## src/rtl/pipe_pkg.sv

```systemverilog
// Shared types for the pipeline skid register: occupancy states and count encodings.
package pipe_pkg;

    typedef enum logic [1:0] {
        EMPTY = 2'd0,
        ONE   = 2'd1,
        FULL  = 2'd2
    } state_t;

    localparam logic [1:0] CNT_EMPTY = 2'd0;
    localparam logic [1:0] CNT_ONE   = 2'd1;
    localparam logic [1:0] CNT_FULL  = 2'd2;

    function automatic logic [1:0] state_count(input state_t s);
        case (s)
            ONE:     return CNT_ONE;
            FULL:    return CNT_FULL;
            default: return CNT_EMPTY;
        endcase
    endfunction

endpackage

```

## src/rtl/reg_en.sv

```systemverilog
// WIDTH-bit enabled register with asynchronous active-low reset to RESET_VAL.
module reg_en #(
    parameter int                WIDTH     = 64,
    parameter logic [WIDTH-1:0]  RESET_VAL = '0
) (
    input  logic             clk,
    input  logic             reset_n,
    input  logic             en,
    input  logic [WIDTH-1:0] d,
    output logic [WIDTH-1:0] q
);

    logic [WIDTH-1:0] data_q;
    logic [WIDTH-1:0] data_d;

    always_comb begin
        data_d = data_q;
        if (en) begin
            data_d = d;
        end
    end

    always_ff @(posedge clk or negedge reset_n) begin
        if (!reset_n) begin
            data_q <= RESET_VAL;
        end else begin
            data_q <= data_d;
        end
    end

    assign q = data_q;

endmodule

```

## src/rtl/pipe_skid_reg.sv

```systemverilog
// Pipeline stage register with a two-entry skid buffer, synchronous flush and bubble output.
// Handshake: a beat moves when valid and ready are both high at a rising edge; ready never depends on valid.
module pipe_skid_reg
    import pipe_pkg::*;
#(
    parameter int               WIDTH  = 64,
    parameter logic [WIDTH-1:0] BUBBLE = '0
) (
    input  logic             clk,
    input  logic             reset_n,
    input  logic             in_valid,
    output logic             in_ready,
    input  logic [WIDTH-1:0] in_data,
    output logic             out_valid,
    input  logic             out_ready,
    output logic [WIDTH-1:0] out_data,
    input  logic             flush,
    output logic [1:0]       count
);

    state_t           state_q;
    state_t           state_d;
    logic             in_fire;
    logic             out_fire;
    logic             main_en;
    logic [WIDTH-1:0] main_d;
    logic [WIDTH-1:0] main_q;
    logic             skid_en;
    logic [WIDTH-1:0] skid_d;
    logic [WIDTH-1:0] skid_q;

    // Every output is a function of registered state only.
    assign in_ready  = (state_q != FULL);
    assign out_valid = (state_q != EMPTY);
    assign count     = state_count(state_q);
    assign out_data  = main_q;

    assign in_fire  = in_valid & in_ready;
    assign out_fire = out_valid & out_ready;

    always_comb begin
        state_d = state_q;
        main_en = 1'b0;
        main_d  = BUBBLE;
        skid_en = 1'b0;
        skid_d  = in_data;
        if (flush) begin
            // main is reloaded with BUBBLE so an empty stage always shows the NOP value.
            state_d = EMPTY;
            main_en = 1'b1;
            main_d  = BUBBLE;
        end else begin
            case (state_q)
                EMPTY: begin
                    if (in_fire) begin
                        main_en = 1'b1;
                        main_d  = in_data;
                        state_d = ONE;
                    end
                end
                ONE: begin
                    if (in_fire && out_fire) begin
                        main_en = 1'b1;
                        main_d  = in_data;
                    end else if (in_fire) begin
                        skid_en = 1'b1;
                        state_d = FULL;
                    end else if (out_fire) begin
                        main_en = 1'b1;
                        main_d  = BUBBLE;
                        state_d = EMPTY;
                    end
                end
                FULL: begin
                    if (out_fire) begin
                        main_en = 1'b1;
                        main_d  = skid_q;
                        state_d = ONE;
                    end
                end
                default: begin
                    state_d = EMPTY;
                end
            endcase
        end
    end

    always_ff @(posedge clk or negedge reset_n) begin
        if (!reset_n) begin
            state_q <= EMPTY;
        end else begin
            state_q <= state_d;
        end
    end

    reg_en #(
        .WIDTH     (WIDTH),
        .RESET_VAL (BUBBLE)
    ) u_main (
        .clk     (clk),
        .reset_n (reset_n),
        .en      (main_en),
        .d       (main_d),
        .q       (main_q)
    );

    reg_en #(
        .WIDTH     (WIDTH),
        .RESET_VAL ('0)
    ) u_skid (
        .clk     (clk),
        .reset_n (reset_n),
        .en      (skid_en),
        .d       (skid_d),
        .q       (skid_q)
    );

endmodule

```

## config.mk

```make
export PLATFORM = sky130hd
export DESIGN_NAME = pipe_skid_reg
export DESIGN_NICKNAME = d
export VERILOG_FILES = /design/src/rtl/pipe_pkg.sv /design/src/rtl/reg_en.sv /design/src/rtl/pipe_skid_reg.sv
export SDC_FILE = /design/constraint.sdc
export NUM_CORES = 1
export LEC_CHECK = 0
export BUFFER_PORTS_ARGS = -buffer_cell sky130_fd_sc_hd__clkbuf_2
export CORE_UTILIZATION = 57
export CTS_CLUSTER_SIZE = 16
export DETAILED_ROUTE_END_ITERATION = 10
export PLACE_DENSITY = 0.95
export SYNTH_ARGS = -nofsm -noshare
export SYNTH_HDL_FRONTEND = slang
export SYNTH_SLANG_ARGS = --single-unit
```

## constraint.sdc

```tcl
create_clock -name clk -period 2.9 [get_ports clk]
set_input_delay 0.435 -clock clk [delete_from_list [all_inputs] [get_ports clk]]
set_output_delay 0.435 -clock clk [all_outputs]
set_load 0.01 [all_outputs]
```

==> results.sh <==
export IMPL_cts_root_buf="clkbuf_8"
export IMPL_syn_num_nets=454
export IMPL_place_gp_congestion=0.778
export IMPL_ys_seq_area_share_pct=58.9
export IMPL_slew_limit_headroom_pct=53.1
export IMPL_remaining_drc_errors=0
export IMPL_setup_ws_ns=0.794
export IMPL_ir_drop_mv=0.416
export IMPL_wl_met1_um=5650
export IMPL_worstPathRequired_ns=3.33
export IMPL_netlist_instances=385
export IMPL_hp_start="in_data[18]"
export IMPL_finalHoldViolCount=0
export IMPL_avgSynthCellArea_sq_um=14.3
export IMPL_cts_resized=0
export IMPL_coreArea_sq_um=9330
export IMPL_min_delay_path_class="primary input to register"
export IMPL_ant_nets=0
export IMPL_wl_per_cell_um=20.6
export IMPL_p_leak_uw=0.00315
export IMPL_fin_skew_ns=0.00747
export IMPL_clockBufferDepth=2
export IMPL_antenna_found_initial=0
export IMPL_grt_max_degree=66
export IMPL_yosys_top_cells_area="dfrtp_1 (59%), mux2_2 (12%), a32oi_1 (10%)"
export IMPL_num_io_pins=137
export IMPL_cts_tree="built"
export IMPL_n_fill_cell=599
export IMPL_die_y_um=100
export IMPL_synth_top_area_cell="dfrtp_1"
export IMPL_antenna_cells=0
export IMPL_tightest_slew_ns=0.704
export IMPL_place_port_buffers=136
export IMPL_die_x_um=100
export IMPL_dieArea_sq_um=10100
export IMPL_rows=35
export IMPL_status="complete, no violations"
export IMPL_numClockSinks=130
export IMPL_netlist_area_sq_um=5520
export IMPL_max_freq_ghz=0.475
export IMPL_routed_wirelength_um=13500
export IMPL_cap_violations=0
export IMPL_drive_above_1_share_pct=48.1
export IMPL_rsz0062_at_grt="no"
export IMPL_avgViaCountPerCell=6.30
export IMPL_insertion_delay_ns=0.50
export IMPL_routed_top_layer="met4"
export IMPL_areaGrowthSynthToFinish_pct=25.7
export IMPL_grt_overflow_total=0
export IMPL_start_util_pct=59.2
export IMPL_start_kind="register"
export IMPL_wl_met2_um=6780
export IMPL_fin_setup_tns_ns=0
export IMPL_cts_clk_slew_worst_paths_ns=0.06
export IMPL_startpoint="state_q[1]$_DFFE_PN0P_"
export IMPL_ys_types=27
export IMPL_cp_arrival_ns=2.53
export IMPL_rr_startpoint="state_q[1]$_DFFE_PN0P_"
export IMPL_post_dp_hpwl_um=8440
export IMPL_grt_pass1_vias=4298
export IMPL_met3_length_um=790
export IMPL_yosys_register_bits=130
export IMPL_pre_cts_ws_ns=0.809
export IMPL_vias=4126
export IMPL_drt_pass1_iter_count=5
export IMPL_holdWs_ns=0.181
export IMPL_r2r_setup_slack_ns=0.79
export IMPL_period_needed_ns=2.11
export IMPL_powerDensity_nw_per_um2=767
export IMPL_slew_violations=0
export IMPL_setup_viol=0
export IMPL_grt_usage_pct=28.4
export IMPL_power_uw=5320
export IMPL_drt_initial_drc_count=184
export IMPL_yosysTopAreaCellShare_pct=58.9
export IMPL_nNetsFinal=582
export IMPL_fin_area_sq_um=6940
export IMPL_finalCritPeriodShare_pct=72.6
export IMPL_yosysWarnings=0
export IMPL_post_cts_repair_setup_buffers=0
export IMPL_cts_htree_levels=4
export IMPL_timing_worst_setup_path_type="register to register"
export IMPL_end_kind="register"
export IMPL_cts_buffers=17
export IMPL_critPathMaxFanout=37
export IMPL_dpl_cell_area_sq_um=6260
export IMPL_grt_pass1_wl_um=21700
-- critical path, cell delays in order, from the launching register on --
cell and delay (ns):
dfrtp_1 0.54, and3b_2 0.64, buf_4 0.48, a32oi_1 0.15, o2bb2ai_2 0.18
-- flip-flops by register name, summed over array words and instances, names as in the netlist --
register,count
u_skid.q,64
u_main.q,64
state_q,2
-- path summary, 6_finish.rpt --
path | endpoint | cells past startpoint
max | u_main.q[11]$_DFFE_PN0P_ | 4
min | u_skid.q[18]$_DFFE_PN0P_ | 2
max reg2reg | u_main.q[11]$_DFFE_PN0P_ | 4
min reg2reg | u_main.q[44]$_DFFE_PN0P_ | 1
max in group asynchronous | u_main.q[52]$_DFFE_PN0P_ | 3
min in group asynchronous | u_main.q[43]$_DFFE_PN0P_ | 2
-- cell usage in the layout, fill, tap and decap left out, types with 2 or more instances in the layout --
| master | count |
|---|---|
| a21oi_1 | 2 |
| a32oi_1 | 64 |
| buf_4 | 13 |
| bufinv_16 | 6 |
| clkbuf_16 | 16 |
| clkbuf_2 | 135 |
| clkinv_4 | 6 |
| clkinvlp_4 | 2 |
| dfrtp_1 | 130 |
| inv_1 | 3 |
| mux2_1 | 6 |
| mux2_2 | 58 |
| nor2_1 | 2 |
| o2bb2ai_1 | 59 |
| o2bb2ai_2 | 5 |
-- cell type report --
cell class                 instances  area (sq um)  area share [%]
sequential                       130          3250            46.9
multi-input combinational        211          2040            29.4
timing repair buffer             150           803            11.6
clock buffer                      17           414            5.97
clock inverter                    15           256            3.70
tap                              129           161            2.33
inverter                           3          11.3           0.162
-- metal layers --
layer  up-vias  global-route usage [%]
met2       196                    47.0
met1      2096                    35.8
met5         -                       0
met4         0                    13.0
li1       1811                       -
met3        23                    6.20
-- through the flow --
step / cells / util, %
4_1_cts: 655 / 74.4
2_1_floorplan: 385 / -
3_3_place_gp: 622 / 67.1
6_report: 655 / 74.4
5_1_grt: 655 / 74.4
3_5_place_dp: 622 / 67.1
-- Yosys cell counts (all sizes together) --
cell type    n
nor2b        2
clkbuf      20
nand2        1
or3b         1
o21a         1
a21oi        2
a22oi        1
mux2        65
inv          3
nand2b       1
and2b        1
and3b        1
mux2i        1
dfrtp      130
nor2         2
nor3         1
a32oi       64
o2bb2ai     64
nor3b        1
or2          1
buf         21
a211oi       1
-- power by group --
part           leakage, uW  total, uW  switching, uW  internal, uW
sequential         0.00169       2300            181          2110
clock             0.000319       2380            804          1580
combinational      0.00114        642            317           324
-- timing repair --
item                                   4_1_cts  5_1_grt
setup endpoints to repair                    0        0
hold buffers                                 1        0
endpoints found under the hold margin       49        0
-- cell families after synthesis --
| logic type | after synthesis | synth area share, % |
|---|---|---|
| compound gates | 133 | 21.8 |
| flops | 130 | 58.9 |
| mux | 66 | 13.5 |
| buf+inv | 44 | 4.42 |
| simple gates | 12 | 1.34 |
No activity file was read; power rests on OpenSTA's default activity.
